===== config.mk =====
export PLATFORM = sky130hd
export DESIGN_NAME = tile_frame_renderer
export DESIGN_NICKNAME = d
export VERILOG_FILES = /design/src/rtl/tile_frame_renderer.sv
export SDC_FILE = /design/constraint.sdc
export NUM_CORES = 1
export LEC_CHECK = 0
export ABC_AREA = 1
export CORE_MARGIN = 3
export CORE_UTILIZATION = 60
export CTS_BUF_LIST = sky130_fd_sc_hd__clkbuf_16
export DETAILED_ROUTE_END_ITERATION = 16
export PLACE_DENSITY = 0.74
export SLEW_MARGIN = 0
export SYNTH_ARGS = -nofsm -noshare
export SYNTH_HDL_FRONTEND = slang
export SYNTH_SLANG_ARGS = --single-unit

===== constraint.sdc =====
create_clock -name clk -period 50.3 [get_ports clk]
set_input_delay 15.09 -clock clk [delete_from_list [all_inputs] [get_ports clk]]
set_output_delay 15.09 -clock clk [all_outputs]
set_load 0.01 [all_outputs]

===== src/rtl/tile_frame_renderer.sv =====
// tile_frame_renderer: two-stage tile-grid colour pipeline with per-frame state
// snapshot and double-buffered DDaver colour memory.
module tile_frame_renderer #(
    parameter int H_ACTIVE     = 640,
    parameter int V_ACTIVE     = 480,
    parameter int TILE         = 40,
    parameter int COLS         = 16,
    parameter int ROWS         = 12,
    parameter int NUM_BULLETS  = 3,
    parameter int EN_ROWS      = 5,
    parameter int EN_COLS      = 6,
    parameter int BLINK_FRAMES = 16
) (
    input  logic                      clk,
    input  logic                      rst,
    input  logic [9:0]                horizCount,
    input  logic [9:0]                vertCount,
    input  logic                      frame_start,
    input  logic [3:0]                blockieee,
    input  logic                      blink_en,
    input  logic [12*NUM_BULLETS-1:0] bullet_color,
    input  logic [4*NUM_BULLETS-1:0]  bullet_x,
    input  logic [4*NUM_BULLETS-1:0]  bullet_y,
    input  logic                      dd_we,
    input  logic [2:0]                dd_row,
    input  logic [2:0]                dd_col,
    input  logic [11:0]               dd_color,
    output logic [11:0]               pixel_rgb,
    output logic                      pixel_valid
);
    localparam int FW = $clog2(BLINK_FRAMES);
    localparam int RW = $clog2(EN_ROWS);
    localparam int CW = $clog2(EN_COLS);

    logic [5:0]                col, row, er, ec;
    logic                      act;
    logic [3:0]                sh_blk;
    logic                      sh_blink;
    logic [12*NUM_BULLETS-1:0] sh_bc;
    logic [4*NUM_BULLETS-1:0]  sh_bx, sh_by;
    logic [FW-1:0]             fcnt;
    logic [11:0]               back  [EN_ROWS][EN_COLS];
    logic [11:0]               front [EN_ROWS][EN_COLS];
    logic [11:0]               nxt;

    always_ff @(posedge clk or posedge rst) begin
        if (rst) begin
            col         <= '0;
            row         <= '0;
            act         <= 1'b0;
            pixel_rgb   <= '0;
            pixel_valid <= 1'b0;
            sh_blk      <= '0;
            sh_blink    <= 1'b0;
            sh_bc       <= '0;
            sh_bx       <= '0;
            sh_by       <= '0;
            fcnt        <= '0;
            for (int r = 0; r < EN_ROWS; r++)
                for (int c = 0; c < EN_COLS; c++) begin
                    back[r][c]  <= '0;
                    front[r][c] <= '0;
                end
        end else begin
            col         <= 6'(32'(horizCount) / TILE);
            row         <= 6'(32'(vertCount) / TILE);
            act         <= 32'(horizCount) < H_ACTIVE && 32'(vertCount) < V_ACTIVE;
            pixel_rgb   <= nxt;
            pixel_valid <= act;
            if (frame_start) begin
                sh_blk   <= blockieee;
                sh_blink <= blink_en;
                sh_bc    <= bullet_color;
                sh_bx    <= bullet_x;
                sh_by    <= bullet_y;
                front    <= back;
                fcnt     <= 32'(fcnt) == BLINK_FRAMES - 1 ? '0 : fcnt + 1'b1;
            end
            // front copy above reads pre-edge back, so a coincident write waits a frame
            if (dd_we && 32'(dd_row) < EN_ROWS && 32'(dd_col) < EN_COLS)
                back[dd_row[RW-1:0]][dd_col[CW-1:0]] <= dd_color;
        end
    end

    // later assignments override earlier ones, so lowest priority comes first
    always_comb begin
        er  = row >> 1;
        ec  = (col >> 1) - 6'd2;
        nxt = 12'h000;
        if (row[0] && !col[0] && col >= 6'd4 && 32'(er) < EN_ROWS && 32'(ec) < EN_COLS)
            nxt = front[er[RW-1:0]][ec[CW-1:0]];
        for (int i = NUM_BULLETS - 1; i >= 0; i--)
            if (sh_bc[12*i+:12] != 12'h000 && col == 6'(sh_bx[4*i+:4]) && row == 6'(sh_by[4*i+:4]) &&
                32'(sh_bx[4*i+:4]) < COLS && 32'(sh_by[4*i+:4]) < ROWS)
                nxt = sh_bc[12*i+:12];
        if (col == 6'd1 && row == 6'(sh_blk) && 32'(sh_blk) < ROWS &&
            (!sh_blink || 32'(fcnt) < BLINK_FRAMES / 2))
            nxt = 12'hFFF;
        if (col == 6'd0)
            nxt = 12'h282;
        if (!act)
            nxt = 12'h000;
    end
endmodule

==> impl_metrics.json <==
{
  "p_per_area_nw_per_um2": 41.33,
  "rsz0062_at_grt": "false",
  "die_y_um": 246.3,
  "synth_cell_types": 47,
  "hold_class": "reg2reg",
  "area_growth_pct": 12.51,
  "core_um2": 56710,
  "clk_path_buf_depth": 3,
  "syn_area_per_cell_um2": 9.737,
  "fmax_mhz": 54.21,
  "worstPathMaxFanout": 154,
  "seq_area_frac_synth_pct": 58.70,
  "hold-worst-slack_ns": 0.4608,
  "cp_data_arrival_time_ns": 18.96,
  "critical_path_required_ns": 50.82,
  "final.min_clock_period_ns": 18.45,
  "final.fill_count": 4275,
  "remaining_drc_errors": 0,
  "postPlaceCellArea_um2": 36190,
  "grt_max_degree": 165,
  "overflow": 0,
  "layout_commonest_cell": "dfrtp_1",
  "tightest_slew_ns": 1.283,
  "root_buffer": "clkbuf_16",
  "cp_slowest_cell": "buf_4",
  "wl_per_cell_um": 21.25,
  "ir_drop_v": 0.00003383,
  "nNetsFinal": 3674,
  "hold_violations": 0,
  "io_pins": 120,
  "finalCritPeriodShare_pct": 36.67,
  "p_leak_nw": 18.03,
  "finalMaxSlewViolations": 0,
  "io_buffers": 113,
  "vias": 26360,
  "status": "complete, no violations",
  "crit_path_frequent_cell": "buf_4",
  "post_cts_buffers": 0,
  "ys_async_sr_fraction_pct": 100.0,
  "finalInstanceArea_um2": 38990,
  "mostFrequentLayoutCells": "dfrtp_1, nand2_1, o21ai_0, inv_1, mux2_2",
  "numClockSinks": 813,
  "gp_congestion": 0.8757,
  "firstDrtPassIters": 5,
  "cp_slowest_stage_delay_ns": 0.92,
  "yosys_warnings": 0,
  "endpoint_kind": "flip-flop",
  "htreeDepth": 3,
  "insertion_delay_ns": 0.64,
  "setup_viol": 0,
  "fp-row-count": 87,
  "synth_area_leaders": "dfrtp_1, o21ai_0, nand2_1",
  "tns_ns": 0,
  "insertedDiodeCount": 0,
  "synth_seq_cells": 813,
  "initial_core_util_pct": 61.11,
  "synth_ff_type": "dfrtp_1",
  "grt_pass1_vias": 26450,
  "grt_pass1_wl_mm": 146.8,
  "die_area_um2": 60680,
  "cts_buffers": 83,
  "routed_wl_mm": 93.21,
  "grt_antenna_before_repair": 0,
  "crit_family": "buffers and inverters",
  "synth_edf_count": 0,
  "fin_worst_skew_ns": 0.01831,
  "ant_nets": 0,
  "drtIter0Drc": 2652,
  "synth_top_area_share_pct": 58.70,
  "worstSetupStartpointType": "input pin",
  "drive_above_1_share_pct": 13.27,
  "grtUsageTotal_pct": 31.22,
  "synth_area_leader_cell": "dfrtp_1",
  "cap_violations": 0,
  "setup.worst_path.class": "in2reg",
  "cts_resized": 0,
  "dpl.hpwl_mm": 57.02,
  "routed_via_density": 6.008,
  "synth_cells": 3559,
  "seq_area_um2": 20350,
  "die_w_um": 246.3,
  "cts_hold_buf": 0,
  "clk_pin_slew_ns": 0.06,
  "multi_input_area_um2": 12440,
  "cp_cell_sequence": "buf_8, buf_4, buf_4, buf_4, mux2_2",
  "cts_tree": "built",
  "synth.cell_area_um2": 34660,
  "synthesis.nets": 3672,
  "slew_headroom_pct": 13.76,
  "path_buf_inv": 4
}
## path summary, 6_finish.rpt
path / start / end / slack, ns / cells after the start
max: frame_start / front[224] / 31.85 / 5
min: act / pixel_valid / 0.46 / 0
max reg2reg: row[3] / pixel_rgb[5] / 45.90 / 11
min reg2reg: act / pixel_valid / 0.46 / 0
max in group asynchronous: rst / back[89] / 32.71 / 4
min in group asynchronous: rst / front[335] / 15.07 / 2
## synthesized netlist by cell type (all sizes together) (19+ instances only)
cell type and n:
a21oi 110, buf 24, clkbuf 216, dfrtp 813, inv 255, mux2 253
nand2 808, nand3 130, nand4 29, nor2 67, nor3 19, o211ai 28
o21ai 691, o22ai 19
## where the power goes
part / internal, mW / switching [mW]
logic: 0.0786 / 0.148
registers: 0.719 / 0.0363
clock network: 0.370 / 0.259
## layer usage
layer  vias to the layer above  wire [µm]  GRT usage [%]
met2                       954      44440          50.62
met3                       235       6328          5.279
li1                      11930          -              -
met4                         0       4058          13.33
met1                     13230      38390          42.02
met5                         -          0              0
## flip-flops by register name (all words and copies together), names as in the netlist
name	flops
sh_blink	1
pixel_rgb	12
col	5
sh_by	12
pixel_valid	1
front	360
act	1
back	360
sh_bx	12
sh_bc	36
fcnt	4
row	5
sh_blk	4
## cell families (layout without fill, tap and decap cells)
| family | Yosys count | after routing | synth area share (%) |
|---|---|---|---|
| buffers and inverters | 497 | 569 | 5.437 |
| and+or+nand+nor | 1066 | 1066 | 12.98 |
| DFF | 813 | 813 | 58.70 |
| AOI/OAI and AO/OA | 912 | 912 | 14.14 |
| xor gates and xnor gates | 12 | 12 | 0.3033 |
| adders and majority gates | 6 | 6 | 0.2166 |
| muxes | 253 | 253 | 8.221 |
## through the flow
| step | std cells | power, mW | util, % | setup WS [ns] |
|---|---|---|---|---|
| 6_report | 4387 | 1.611 | 68.75 | 31.85 |
| 5_1_grt | 4387 | 1.678 | 68.75 | 31.59 |
| 4_1_cts | 4387 | 1.616 | 68.75 | 31.84 |
| 3_5_place_dp | 4232 | 0.9883 | 63.81 | 31.20 |
| 3_3_place_gp | 4232 | 0.9754 | 63.81 | 31.29 |
| 2_1_floorplan | 3559 | 0.9093 | - | 12.38 |
## layout make-up
| type | instances | share of cell area (%) |
|---|---|---|
| well taps | 756 | 2.426 |
| clock inverters | 70 | 1.733 |
| clock buffers | 85 | 5.455 |
| inverters | 257 | 2.500 |
| repair buffers | 157 | 3.793 |
| multi-input cells | 2249 | 31.90 |
| flip-flops and latches | 813 | 52.19 |
Note: power is estimated with default switching activity, not from simulation.
